--- src/rtl/sync_fifo_flags.sv ---
`default_nettype none
// ============================================================================
// Module      : sync_fifo_flags
// Description : Single-clock FIFO with full/empty/threshold flags, sticky
//               overflow/underflow, flush, and standard or FWFT read.
// Revision    : 1.0 - initial release
// ============================================================================
module sync_fifo_flags #(
    parameter int address_bus_length  = 4,
    parameter int data_bus_length     = 8,
    parameter int almost_full_margin  = 2,
    parameter int almost_empty_margin = 2,
    parameter int fwft_mode           = 0
) (
    input  logic                          fifo_clk,
    input  logic                          fifo_rst,
    input  logic                          write_enable,
    input  logic [data_bus_length-1:0]    trans_data,
    input  logic                          read_enable,
    output logic [data_bus_length-1:0]    recv_data,
    input  logic                          fifo_flush,
    input  logic                          clear_flags,
    output logic                          fifo_full,
    output logic                          fifo_empty,
    output logic                          almost_full,
    output logic                          almost_empty,
    output logic [address_bus_length:0]   fill_level,
    output logic                          overflow,
    output logic                          underflow
);

    localparam int c_depth    = 2 ** address_bus_length;
    localparam int c_af_level = c_depth - almost_full_margin;
    localparam int c_ae_level = almost_empty_margin;
    localparam logic [address_bus_length:0] c_depth_w = (address_bus_length + 1)'(c_depth);

    logic [data_bus_length-1:0]    mem_q [c_depth];
    logic [address_bus_length-1:0] wr_ptr_q, wr_ptr_d;
    logic [address_bus_length-1:0] rd_ptr_q, rd_ptr_d;
    logic [address_bus_length:0]   count_q, count_d;
    logic                          overflow_q, overflow_d;
    logic                          underflow_q, underflow_d;
    logic [data_bus_length-1:0]    rdata_q, rdata_d;
    logic                          w_rd_acc;
    logic                          w_wr_acc;
    logic                          w_mem_we;

    // A read needs stored data; a write may use the slot a same-cycle read frees.
    assign w_rd_acc = read_enable && (count_q != '0);
    assign w_wr_acc = write_enable && ((count_q != c_depth_w) || w_rd_acc);

    always_comb begin
        wr_ptr_d    = wr_ptr_q;
        rd_ptr_d    = rd_ptr_q;
        count_d     = count_q;
        overflow_d  = overflow_q;
        underflow_d = underflow_q;
        rdata_d     = rdata_q;
        w_mem_we    = 1'b0;
        if (fifo_flush) begin
            wr_ptr_d = '0;
            rd_ptr_d = '0;
            count_d  = '0;
            if (clear_flags) begin
                overflow_d  = 1'b0;
                underflow_d = 1'b0;
            end
        end else begin
            if (w_wr_acc) begin
                wr_ptr_d = wr_ptr_q + 1'b1;
                w_mem_we = 1'b1;
            end
            if (w_rd_acc) begin
                rd_ptr_d = rd_ptr_q + 1'b1;
                rdata_d  = mem_q[rd_ptr_q];
            end
            case ({w_wr_acc, w_rd_acc})
                2'b10:   count_d = count_q + 1'b1;
                2'b01:   count_d = count_q - 1'b1;
                default: count_d = count_q;
            endcase
            // A fresh error in the same cycle wins over a clear request.
            overflow_d  = (write_enable && !w_wr_acc) || (overflow_q && !clear_flags);
            underflow_d = (read_enable && !w_rd_acc) || (underflow_q && !clear_flags);
        end
    end

    always_ff @(posedge fifo_clk) begin
        if (fifo_rst) begin
            wr_ptr_q    <= '0;
            rd_ptr_q    <= '0;
            count_q     <= '0;
            overflow_q  <= 1'b0;
            underflow_q <= 1'b0;
            rdata_q     <= '0;
        end else begin
            wr_ptr_q    <= wr_ptr_d;
            rd_ptr_q    <= rd_ptr_d;
            count_q     <= count_d;
            overflow_q  <= overflow_d;
            underflow_q <= underflow_d;
            rdata_q     <= rdata_d;
        end
    end

    always_ff @(posedge fifo_clk) begin
        if (w_mem_we && !fifo_rst) begin
            mem_q[wr_ptr_q] <= trans_data;
        end
    end

    generate
        if (fwft_mode != 0) begin : g_fwft
            // Head word is visible as soon as the FIFO holds data; zero when empty.
            assign recv_data = (count_q == '0) ? '0 : mem_q[rd_ptr_q];
        end else begin : g_std
            assign recv_data = rdata_q;
        end
    endgenerate

    assign fill_level   = count_q;
    assign fifo_full    = (count_q == c_depth_w);
    assign fifo_empty   = (count_q == '0);
    assign almost_full  = (32'(count_q) >= c_af_level);
    assign almost_empty = (32'(count_q) <= c_ae_level);
    assign overflow     = overflow_q;
    assign underflow    = underflow_q;

endmodule
`default_nettype wire

--- config.mk ---
export PLATFORM = sky130hd
export DESIGN_NAME = sync_fifo_flags
export DESIGN_NICKNAME = d
export VERILOG_FILES = /design/src/rtl/sync_fifo_flags.sv
export SDC_FILE = /design/constraint.sdc
export NUM_CORES = 1
export LEC_CHECK = 0
export ABC_AREA = 1
export CAP_MARGIN = 5
export CELL_PAD_IN_SITES_DETAIL_PLACEMENT = 0
export CELL_PAD_IN_SITES_GLOBAL_PLACEMENT = 1
export CORE_MARGIN = 2
export CORE_UTILIZATION = 39
export DETAILED_ROUTE_END_ITERATION = 10
export DONT_BUFFER_PORTS = 1
export PLACE_DENSITY = 0.72
export SYNTH_ARGS = -nofsm -noshare
export SYNTH_HDL_FRONTEND = slang
export SYNTH_SLANG_ARGS = --single-unit
--- constraint.sdc ---
create_clock -name fifo_clk -period 4.6 [get_ports fifo_clk]
set_input_delay 0.46 -clock fifo_clk [delete_from_list [all_inputs] [get_ports fifo_clk]]
set_output_delay 0.46 -clock fifo_clk [all_outputs]
set_load 0.005 [all_outputs]
# Word-level counts from Yosys, hierarchy flattened
# Memory sizes are Yosys's and may differ from the RTL's. A register that Yosys moved wholly into a read port is not among the register bits.
# Cells that the tools add are included.
# W data, S select, Z words.
totals:
  memories: 1
  ramBits: 128
  ff_bits: 15
  elab_cells: 45
  out_inout_bits: 19
  in_bits: 14
mem_list:
  columns: ["memory", "depth", "word_bits", "read_ports", "rd_clocked_by_memory_dff", "write_ports", "line_no", "text"]
  rows:
  - ["mem_q", 16, 8, 1, 1, 1, "37", "logic [data_bus_length-1:0] mem_q [c_depth];"]
op_classes:
  n_bitwise: 1
  add_sub_neg: 4
  n_eq_ne: 5
  n_reduce_logical: 19
  mux: 8
  order_cmp: 2
op_table:
  columns: ["operator", "count"]
  rows:
  - ["$pmux W5 S2", 1]
  - ["$add A4 B1 Y4 const B", 2]
  - ["$logic_and A1 B1 Y1", 7]
  - ["$mux W1", 7]
  - ["$add A5 B1 Y5 const B", 1]
  - ["$eq A5 B5 Y1 const B", 1]
  - ["$ge A5 B4 Y1 const B", 1]
  - ["$le A5 B2 Y1 const B", 1]
  - ["$logic_not A5 Y1", 1]
  - ["$ne A5 B5 Y1 const B", 1]
  - ["$reduce_bool A5 Y1", 1]
  - ["$sub A5 B1 Y5 const B", 1]
  - ["$logic_not A1 Y1", 4]
  - ["$logic_or A1 B1 Y1", 3]
  - ["$eq A2 B1 Y1 const B", 1]
  - ["$eq A2 B2 Y1 const B", 1]
  - ["$ne A2 B1 Y1 const B", 1]
  - ["$reduce_and A2 Y1", 1]
  - ["$reduce_bool A2 Y1", 1]
  - ["$reduce_or A2 Y1", 1]
  - ["$not A1 Y1", 1]

# Logic depth before layout (Yosys ltp)
# Gate-level depths: netlist (run 1).
depth:
  word_depth: 9
  mapped_depth: 13
  mapped_depth_nobuf: 13

# Worst setup path after synthesis (run 1)
# OpenSTA, ideal clock, no wires.
synth_path:
  path_type: "flip-flop to flip-flop"
  from: "reg count_q[0], in the netlist fill_level[0]"
  to: "reg count_q[4], in the netlist fill_level[4]"
  path_buffers: 0
  path_slack_ns: 2.706
  arrival_time_ns: 1.779
  synth_period_minus_slack_ns: 1.894
  required_ns: 4.485
  setup_time_ns: 0.115
  path_stages_with_launch: 14
  cell_sequence: "dfxtp_1 -> nor2_2 -> nand3_4 -> nand3_1 -> inv_1 -> fa_1 -> a21oi_1 -> nor2_1 -> nor2_1 -> inv_1 -> nand2_1 -> nand3_1 -> nand2_1 -> nor2_1"
synth_via:
  elab_chain_len: 6
  word_cells_on_any_way: 11
  classes_between: "add/sub: 2; eq/ne: 3; mux: 1; reduce/logical: 5"
synth_rtl:
  columns: ["item", "line_no", "text"]
  rows:
  - ["start: declaration", "40", "logic [address_bus_length:0] count_q, count_d;"]
  - ["start signal: assignment", "99", "count_q <= count_d;"]
  - ["$reduce_bool A5 Y1", "49", "assign w_rd_acc = read_enable && (count_q != '0);"]
  - ["$logic_and A1 B1 Y1", "49", null]
  - ["$logic_or A1 B1 Y1", "50", "assign w_wr_acc = write_enable && ((count_q != c_depth_w) || w_rd_acc);"]
  - ["$logic_and A1 B1 Y1", "50", null]
  - ["$eq A2 B1 Y1 or $eq A2 B2 Y1 (tied branches)", "77", "case ({w_wr_acc, w_rd_acc})"]
  - ["$pmux W5 S2 or $reduce_bool A2 Y1 (tied branches)", null, null]
# Parallel ways exist; a longest one is shown, timed or not.
# A chain may end at the register's enable or synchronous reset.

# Worst setup path after layout (run 1)
layout_path:
  from: "reg count_q[0], in the netlist fill_level[0]"
  to: "mem mem_q[6][5] (enable)"
layout_via:
  elab_chain_len: 9
  word_cells_on_any_way: 10
  classes_between: "eq/ne: 1; mux: 4; reduce/logical: 5"
layout_rtl:
  columns: ["item", "line_no", "text"]
  rows:
  - ["$reduce_bool A5 Y1", "49", null]
  - ["$logic_and A1 B1 Y1", "49", null]
  - ["$logic_or A1 B1 Y1 *", "50", null]
  - ["$logic_and A1 B1 Y1 *", "50", null]
  - ["$mux W1 *", "69", "if (w_wr_acc) begin"]
  - ["$mux W1 *", "60", "if (fifo_flush) begin"]
  - ["$logic_and A1 B1 Y1 *", "107", "if (w_mem_we && !fifo_rst) begin"]
  - ["$mux W1 *", "107", null]
  - ["$mux W1 (implied by the code) *", "108", "mem_q[wr_ptr_q] <= trans_data;"]
  - ["end: declaration", "37", null]
# Every way passes the cells marked *; elsewhere a longest branch is shown, timed or not.

==> summary.txt, run 1 <==
Die
  • Die X: 135 microns
  • Total die area: 0.0181 sq mm
  • Die H: 135 microns
  • Ports: 33
  • Core area: 0.0166 sq mm
  • Row Count: 47
  • Starting Density: 40.0%

CTS
  • H-tree depth: 4
  • Clock root buffer: clkbuf_16
  • Clk_lat worst skew: 430 ps
  • Clock Path Buffers: 2
  • PostCTS Resize Cnt: 0
  • CTS buffer count: 17
  • Post-CTS setup repair buffer count: 0
  • Clock Sinks: 151
  • Post-CTS Hold Fix Bufs: 0
  • Clock transition at the registers of the reported paths: 60 ps
  • CTS tree: yes

Detailed routing
  • Drt first pass iters: 4
  • Vias: 4,371
  • Via density: 4.84
  • 1st-iter DRT viols: 300
  • ANT nets after route: 0
  • Final wirelength: 15,500 microns
  • Routed length per instance: 17.1 microns
  • DRC viols: 0

Setup path
  • WP data arrival: 2370 ps
  • Largest delay share family, worst path: simple AND/OR/NAND/NOR gates
  • Slowest-stage cell, CP: nor2_1
  • CP most frequent cell: nand2_1
  • Element type at the critical path end: flop
  • Worst Setup Start Kind: flop
  • Critical path, cell by cell: nor2_2 > nand3_4 > nand2_4 > nand2_1 > nand2_2 > inv_2 > nand2_1 > nor2_1
  • Crit path max fanout: 9
  • Crit Path Category: flop to flop
  • Worst path bufs/invs: 1
  • Crit-path max cell delay: 660 ps
  • CP required: 4650 ps

Placement
  • Post-DP HPWL: 10,200 microns
  • Placed insts: 871
  • Routability Congestion: 0.851
  • PortBufs: 0

Cells and area
  • Synthesis-to-finish area growth: 10.7%
  • Reg area: 0.00431 sq mm
  • Multi-input gate area: 0.00183 sq mm
  • Final Core Density: 44.2%
  • Share of cells above drive strength 1: 7.03%
  • N_diodes: 0
  • Number of fill cells in the layout: 1,569
  • Non-filler cells, final: 903
  • Total Nets Final: 693

GRT
  • Most Used Layer, Global Route: met2
  • Met1 Use GR: 24.6%
  • Overflow after GRT: 0
  • Total global-route track usage: 18.6%
  • Global-route wire length before repair: 24,800 microns
  • Pin count of the biggest net entering global routing: 65
  • Initial antenna violation count: 0
  • Vias in the first global route: 4,398
  • M3 GR Usage: 4.43%
  • Met2 Track Usage GR: 29.5%

Synth
  • Top FF cell, synth: edfxtp_1
  • Ys Warns: 0
  • Cell variety after synth: 27
  • Post-Syn Area: 0.00665 sq mm
  • Top post-synthesis cells by area: edfxtp_1 58%, nand2_1 11%, nand3_1 7.5%
  • Most frequent cell after synthesis: nand2_1
  • Share of the synthesized area in the top cell type: 57.8%
  • Cell taking the most area after synthesis: edfxtp_1
  • Adder-cell share of the synthesized area: 1.81%
  • Post-synthesis sequential area ratio: 64.7%
  • Synth Area in Compound Gates: 2.52%
  • Ys async rst share: 0%
  • FF+latch count, synth: 151
  • Largest family of logic cells by synthesized area: simple AND/OR/NAND/NOR gates
  • Post-synth EDFFs: 128
  • Xor/xnor cell area share of the yosys netlist: 0.658%
  • Synthesized area per cell: 9.86 sq um
  • Post-synthesis mux area share: 0%
  • Syn_nets: 698
  • Most frequent cells after synthesis: 188 x nand2_1, 128 x edfxtp_1, 100 x nand3_1, 89 x inv_1, 58 x nor2_1
  • Synth Area in Simple Gates: 22.5%
  • Gate count after technology mapping: 675

Timing
  • Rel. slew slack: 44.6%
  • WHS: 127 ps
  • Max frequency: 0.431 GHz
  • Final worst path period share: 50.4%
  • Max-slew violation count: 0
  • Hold violation total from the final report: 0
  • Final setup viols: 0
  • RSZ-0062 raised after global routing: no
  • Final Skew: 14.2 ps
  • Worst-margin pin slew: 828 ps
  • Final Critical Period: 2320 ps
  • Setup Total Neg Slack: 0 ps

Power and ir drop
  • Leak pwr: 2.98 nW
  • Peak supply drop: 0.260 mV
  • Cell area power density: 404 mW/mm^2
  • Power consumption: 2.97 mW

Min path
  • Hold WC Path Type: primary input to flop

Status
  • Run status: completed

Job
  • Max-cap violations: 0
-- report_power, final --
part / internal (mW) / switching (mW)
Sequential: 1.50 / 0.0177
Clock: 0.742 / 0.562
Combinational: 0.0476 / 0.108
-- routing by layer --
| layer | wire length [microns] | part of all wire (%) |
|---|---|---|
| met1 | 6820 | 44 |
| met2 | 7380 | 48 |
| met3 | 932 | 6.0 |
| met4 | 324 | 2.1 |
| met5 | 0 | 0 |
-- stage by stage --
| stage | setup WS, ps | area (sq um) |
|---|---|---|
| global placement | 2320 | 6810 |
| finish | 2280 | 7360 |
| detailed placement | 2230 | 6810 |
| CTS | 2250 | 7360 |
| floorplan | 2710 | 6650 |
| global route | 2080 | 7360 |
-- area by class of cell --
| class | count | share of cell area, % |
|---|---|---|
| Sequential cell | 151 | 58.5 |
| Tap cell | 220 | 3.74 |
| Timing Repair Buffer | 4 | 0.408 |
| Clock inverter | 15 | 1.77 |
| Multi-Input combinational cell | 399 | 24.8 |
| Clock buffer | 17 | 5.78 |
| Inverter | 97 | 5.01 |
-- final timing paths --
check / slack, ps / from / depth (start not counted) / to
worst max-delay path: 2280 / fill_level[0]$_SDFFE_PP0P_ / 8 / mem_q[6][5]$_DFFE_PP_
worst min register to register: 490 / underflow$_SDFFE_PP0P_ / 2 / underflow$_SDFFE_PP0P_
worst max register to register: 2280 / fill_level[0]$_SDFFE_PP0P_ / 8 / mem_q[6][5]$_DFFE_PP_
worst min-delay path: 130 / trans_data[6] / 0 / mem_q[13][6]$_DFFE_PP_
-- layout by cell type, fill, tap and decap left out --
cell type	synthesis	layout
a31oi_1	1	1
nand2_4	2	2
nand2_2	1	1
fa_1	1	1
inv_4	2	2
inv_1	89	89
clkinvlp_4	0	6
a21oi_1	10	10
ha_1	8	8
bufinv_16	0	1
buf_4	3	4
xor2_1	5	5
dfxtp_1	23	22
nor2_2	4	4
nand3_4	1	1
dfxtp_2	0	1
o21ai_0	13	13
clkinv_4	0	3
inv_2	4	4
nand2_1	188	188
o32ai_1	2	2
edfxtp_1	128	128
clkinv_1	2	5
a2111oi_0	1	1
o21ai_1	4	4
nor2_1	58	58
inv_6	0	2
clkbuf_16	0	17
nand3_1	100	100
-- worst reg2reg max path, stage by stage, from the launching register on --
cell and delay (ps):
dfxtp_1 480, nor2_2 110, nand3_4 110, nand2_4 90, nand2_1 100, nand2_2 120, inv_2 120, nand2_1 160
nor2_1 660
-- sequential cells by signal, summed over array words and instances, names as in the netlist --
| register | cells |
|---|---|
| recv_data | 8 |
| mem_q | 128 |
| rd_ptr_q | 4 |
| wr_ptr_q | 4 |
| underflow | 1 |
| fill_level | 5 |
| overflow | 1 |
-- cells by family (layout without fill, tap and decap cells) --
family	Yosys count	after routing
AO/OA/AOI/OAI	31	31
buffers and inverters	125	133
XOR/XNOR	5	5
flip-flops	151	151
AND/OR/NAND/NOR	354	354
adder cells (fa/ha/maj)	9	9
Power figures use the tool's default switching activity.
==> run 2, diff against run 1 <==
- PLACE_DENSITY: 0.72 -> 0.75
- clock period: 4.6 -> 1.9 ns (I/O delays scaled with it)
==> summary.txt, run 2 (synthesis gave the netlist of run 1 again) <==
Setup path
  • Crit path max fanout: 4 (-5)
  • CP required: 2230 ps (-2420 ps)
  • Element type at the critical path end: flop
  • Crit Path Category: flop to flop
  • Crit-path max cell delay: 340 ps (-320 ps)
  • Critical path, cell by cell: nor2_4 > nand3_4 > nand3_2 > inv_2 > fa_2 > a21oi_1 > nor2_1 > nor2_1 > inv_1 > nand2_2 > nand3_1 > nand2_1 > nor2_1
  • Reg2Reg Setup Slack: 140 ps (-2150 ps)
  • Worst r2r src: fill_level[3]$_SDFFE_PP0P_
  • Crit path from: fill_level[3]$_SDFFE_PP0P_
  • Worst Setup Start Kind: flop
  • Slowest-stage cell, CP: fa_2
  • WP data arrival: 2090 ps (-280 ps)
  • CP most frequent cell: nor2_1

Timing
  • Max frequency: 0.567 GHz (+31%)
  • Final Skew: 7.60 ps (-6.58 ps)
  • Hold violation total from the final report: 0 (unchanged)
  • RSZ-0062 raised after global routing: yes
  • Final Critical Period: 1760 ps (-553 ps)
  • Final setup viols: 0 (unchanged)
  • Final worst path period share: 92.9% (+42 points)
  • Worst-margin pin slew: 776 ps (-52.4 ps)
  • Rel. slew slack: 48.1% (+3.5 points)
  • Max-slew violation count: 0 (unchanged)

Die
  • Row Count: 47 (unchanged)
  • Starting Density: 40.0% (unchanged)
  • Total die area: 0.0181 sq mm (unchanged)
  • Ports: 33 (unchanged)
  • Core area: 0.0166 sq mm (unchanged)
  • Die H: 135 microns (unchanged)
  • Die X: 135 microns (unchanged)

Cells and area
  • Most common cell after layout, fill and taps aside: nand2_1
  • Non-filler cells, final: 950 (+5.2%)
  • Share of cells above drive strength 1: 11.6% (+4.6 points)
  • Number of flip-flops in the largest register: 128 (unchanged)
  • Most flops, register: mem_q
  • Reg area: 0.00431 sq mm (unchanged)
  • Total Nets Final: 740 (+6.8%)
  • Synthesis-to-finish area growth: 17.8%
  • Final Core Density: 47.1% (+2.9 points)
  • Multi-input gate area: 0.00187 sq mm (+2.1%)
  • Commonest non-fill, non-tap cells in the layout: 187 x nand2_1, 128 x edfxtp_1, 99 x nand3_1
  • Number of fill cells in the layout: 1,523 (-2.9%)
  • N_diodes: 0 (unchanged)

CTS
  • Clock Path Buffers: 2 (unchanged)
  • Clock transition at the registers of the reported paths: 60 ps (about the same)
  • CTS buffer count: 17 (unchanged)
  • Clock Sinks: 151 (unchanged)
  • Clock root buffer: clkbuf_16
  • CTS tree: yes
  • Clk_lat worst skew: 430 ps (about the same)
  • H-tree depth: 4 (unchanged)
  • Post-CTS setup repair buffer count: 0 (unchanged)

Power and ir drop
  • Leak pwr: 3.25 nW (+9.0%)
  • Power consumption: 7.45 mW (+150%)
  • Cell area power density: 951 mW/mm^2 (+140%)
  • Peak supply drop: 0.721 mV (+180%)

Job
  • Max-cap violations: 0 (unchanged)

Placement
  • PortBufs: 0 (unchanged)
  • Routability Congestion: 0.840 (-1.2%)
  • Placed insts: 905 (+3.9%)
  • Post-DP HPWL: 9880 microns (-3.4%)

Detailed routing
  • Final wirelength: 15,300 microns (-1.3%)
  • DRC viols: 0 (unchanged)
  • Drt first pass iters: 5 (+1)
  • ANT nets after route: 0 (unchanged)
  • Routed length per instance: 16.1 microns (-6.2%)
  • Vias: 4,597 (+5.2%)
  • 1st-iter DRT viols: 379 (+26%)
  • Via density: 4.84 (about the same)

GRT
  • Global-route wire length before repair: 24,600 microns (-0.64%)
  • Pin count of the biggest net entering global routing: 27 (-58%)
  • Vias in the first global route: 4,685 (+6.5%)
  • Overflow after GRT: 0 (unchanged)
  • Total global-route track usage: 18.4% (-0.17 points)
  • Initial antenna violation count: 0 (unchanged)

Min path
  • Hold_sp: fifo_rst
  • Hold WC Path Type: primary input to flop

Status
  • Run status: completed
run 2: cell count changes in the layout (fill, tap and decap cells not counted), sizes merged:
| cell | change |
|---|---|
| clkinvlp | -4 |
| clkbuf | +4 |
| dlygate4sd3 | +13 |
| bufinv | +2 |
| buf | +34 |
| inv | -2 |
run 2: layout make-up:
class | count | share of cell area [%]
clock buffer | 21 | 5.62
tap | 220 | 3.51
inverter | 97 | 4.71
clock inverter | 11 | 1.68
sequential | 151 | 54.9
multi-input combinational | 399 | 23.8
timing repair buffer | 51 | 5.75
run 2: power breakdown:
part	internal, mW	switching, mW	total, mW
Combinational	0.174	0.348	0.522
Sequential	3.63	0.0254	3.65
Clock	2.04	1.24	3.28
run 2: worst paths after layout:
| path | end | depth (start not counted) |
|---|---|---|
| setup / recovery | fill_level[4]$_SDFFE_PP0P_ | 13 |
| hold / removal | rd_ptr_q[2]$_SDFFE_PP0N_ | 3 |
| setup reg to reg | fill_level[4]$_SDFFE_PP0P_ | 13 |
| hold reg to reg | wr_ptr_q[3]$_SDFFE_PP0P_ | 2 |
run 2: metrics by stage:
step | hold WS [ps] | setup TNS (ps) | setup WS [ps] | instance area, sq um
after CTS | 4.03 | 0 | 15.5 | 7780
after global routing | 51.0 | -137 | -9.80 | 7840
after detailed placement | 290 | 0 | 6.54 | 7070
final | 19.9 | 0 | 135 | 7840
after global placement | 290 | 0 | 80.2 | 7070
after floorplan | 289 | 0 | 5.66 | 6650
run 2: critical path, delay by kind of cell (launching register included):
kind	cells	cell delay [ps]
buffers and inverters	2	130
and+or+nand+nor	9	710
AOI/OAI and AO/OA	1	140
DFF	1	330
adders and majority gates	1	340
run 2: timing repair:
action,4_1_cts,5_1_grt
setup endpoints to repair,1,34
endpoints found under the hold margin,140,0
pin swaps,0,1
gates resized for setup,1,14
hold buffers,13,0
run 2: routing by layer:
metal / vias up / GRT usage [%] / wire, microns
met2: 87 / 30.5 / 7600
met5: - / 0 / 0
li1: 2286 / - / -
met3: 21 / 4.65 / 682
met1: 2203 / 23.5 / 6700
met4: 0 / 6.43 / 272
==> run 3, diff against run 2 <==
- SETUP_SLACK_MARGIN: default -> 0.4
==> summary.txt, run 3 (synthesis gave the netlist of run 1 again) <==
Placement
  • PortBufs: 0 (unchanged)
  • Routability Congestion: 0.868 (+3.2%)
  • Placed insts: 885 (-2.2%)
  • Post-DP HPWL: 10,500 microns (+6.4%)

CTS
  • Clock Path Buffers: 2 (unchanged)
  • CTS tree: yes
  • Clk_lat worst skew: 430 ps (about the same)
  • Clock Sinks: 151 (unchanged)
  • Clock root buffer: clkbuf_16
  • CTS buffer count: 17 (unchanged)
  • Clock transition at the registers of the reported paths: 60 ps (about the same)
  • H-tree depth: 4 (unchanged)

Die
  • Die X: 135 microns (unchanged)
  • Total die area: 0.0181 sq mm (unchanged)
  • Ports: 33 (unchanged)
  • Row Count: 47 (unchanged)
  • Core area: 0.0166 sq mm (unchanged)
  • Die H: 135 microns (unchanged)
  • Starting Density: 40.0% (unchanged)

Detailed routing
  • Final wirelength: 16,500 microns (+8.1%)
  • 1st-iter DRT viols: 384 (+1.3%)
  • Via density: 4.84 (about the same)
  • DRC viols: 0 (unchanged)
  • ANT nets after route: 0 (unchanged)
  • Vias: 4,599 (+0.044%)
  • Drt first pass iters: 8 (+3)
  • Routed length per instance: 17.4 microns (+8.1%)

Cells and area
  • Commonest non-fill, non-tap cells in the layout: 181 x nand2_1, 128 x edfxtp_1, 93 x nand3_1
  • Most common cell after layout, fill and taps aside: nand2_1
  • Non-filler cells, final: 950 (unchanged)
  • Most flops, register: mem_q
  • Reg area: 0.00432 sq mm (+0.29%)
  • Total Nets Final: 737 (-0.41%)
  • Multi-input gate area: 0.00224 sq mm (+20%)
  • Number of flip-flops in the largest register: 128 (unchanged)
  • Share of cells above drive strength 1: 18.6% (+6.9 points)
  • Synthesis-to-finish area growth: 25.9%
  • Number of fill cells in the layout: 1,443 (-5.3%)

Timing
  • Rel. slew slack: 33.5% (-15 points)
  • Final Skew: 7.35 ps (-0.254 ps)
  • Max-slew violation count: 0 (unchanged)
  • Max frequency: 0.547 GHz (-3.5%)
  • Final setup viols: 0 (unchanged)
  • RSZ-0062 raised after global routing: yes
  • Final worst path period share: 96.2% (+3.3 points)
  • Final Critical Period: 1830 ps (+63.4 ps)
  • WHS: 102 ps (+81.9 ps)
  • Hold violation total from the final report: 0 (unchanged)
  • Worst-margin pin slew: 994 ps (+218 ps)

Min path
  • Hold Path Stages: 3 (unchanged)
  • Hold_sp: write_enable
  • Hold WC Path Type: primary input to flop
  • Worst hold endpoint: wr_ptr_q[1]$_SDFFE_PP0P_

Power and ir drop
  • Peak supply drop: 0.653 mV (-9.4%)
  • Cell area power density: 956 mW/mm^2 (+0.60%)
  • Leak pwr: 3.33 nW (+2.6%)

Job
  • Max-cap violations: 0 (unchanged)

GRT
  • Vias in the first global route: 4,504 (-3.9%)
  • Total global-route track usage: 19.1% (+0.76 points)
  • Pin count of the biggest net entering global routing: 34 (+26%)
  • Global-route wire length before repair: 25,100 microns (+1.8%)
  • Overflow after GRT: 0 (unchanged)
  • Initial antenna violation count: 3 (+3)

Setup path
  • Crit path max fanout: 8 (+4)
  • Crit Path Category: flop to flop
  • Worst r2r src: fill_level[4]$_SDFFE_PP0P_
  • Element type at the critical path end: flop
  • WP data arrival: 1930 ps (-160 ps)
  • Worst Setup Start Kind: flop
  • Reg2reg path depth: 11 (-2)
  • CP required: 2000 ps (-230 ps)
  • Worst flop-to-flop path endpoint: mem_q[12][1]$_DFFE_PP_
  • Reg2Reg Setup Slack: 70 ps (-60 ps)

Status
  • Run status: completed
==> run 3: changes by cell type in the layout (fill, tap and decap cells not counted), sizes merged <==
cell / change
bufbuf: +1
diode: +3
inv: -1
bufinv: +2
clkinvlp: -1
buf: -4
==> run 3: cell type report <==
type                    instances  area share, %
well taps                     220           3.29
clock buffers                  21           5.26
repair buffers                 48           5.86
inverters                      97           4.83
clock inverters                11           2.36
flip-flops and latches        151           51.6
diodes                          3         0.0896
multi-input cells             399           26.8
==> run 3: critical path, stage by stage, from the launching register on <==
cell and delay, ps:
dfxtp_4 420, inv_4 50, nand3_4 90, buf_4 110, buf_6 80, buf_6 100, nand2_8 50, nand2_4 60
nand2_4 70, clkinv_8 100, nand2_8 90, nor2_4 270
==> run 3: worst max path at each step <==
stage	from	end	slack, ps	cells after the start
6_report	fill_level[4]$_SDFFE_PP0P_	mem_q[12][1]$_DFFE_PP_	70	11
5_1_grt	fill_level[3]$_SDFFE_PP0P_	fill_level[4]$_SDFFE_PP0P_	-40	13
4_1_cts	fill_level[0]$_SDFFE_PP0P_	fill_level[4]$_SDFFE_PP0P_	120	13
3_5_place_dp	fill_level[3]$_SDFFE_PP0P_	fill_level[4]$_SDFFE_PP0P_	50	13
3_3_place_gp	fill_level[3]$_SDFFE_PP0P_	fill_level[4]$_SDFFE_PP0P_	80	13
2_1_floorplan	fill_level[2]$_SDFFE_PP0P_	fill_level[4]$_SDFFE_PP0P_	170	13
==> run 3: per-layer routing <==
layer  vias up  part of all wire (%)  GRT usage [%]
met2       116                    47           30.2
met4         0                   2.4           7.72
met5         -                     0              0
met3        32                   6.1           5.14
met1      2159                    45           25.2
li1       2292                     -              -
==> run 3: report_power, final <==
part | switching [mW] | total [mW] | leakage [nW] | internal (mW)
combinational | 0.436 | 0.715 | 1.68 | 0.278
sequential | 0.0396 | 3.67 | 1.34 | 3.63
clock | 1.29 | 3.63 | 0.306 | 2.34
==> run 3: timing repair <==
| action | CTS | global route |
|---|---|---|
| resized for setup | 26 | 44 |
| hold buffers | 13 | 0 |
| buffers inserted | 10 | 6 |
| hold endpoints to repair | 141 | 0 |
| gates cloned | 1 | 0 |
| setup endpoints to repair | 141 | 148 |
| pin swaps | 15 | 29 |
==> run 3: per-stage QoR <==
stage	power (mW)	setup TNS [ps]	instance area [sq um]	worst slack [ps]	utilization, %
global placement	4.17	0	7140	77.3	42.9
finish	8.01	0	8370	71.7	50.3
detailed placement	4.18	0	7140	52.8	42.9
global route	8.25	-169	8370	-36.5	50.3
floorplan	4.06	0	6840	173	-
CTS	7.96	0	8130	124	48.9
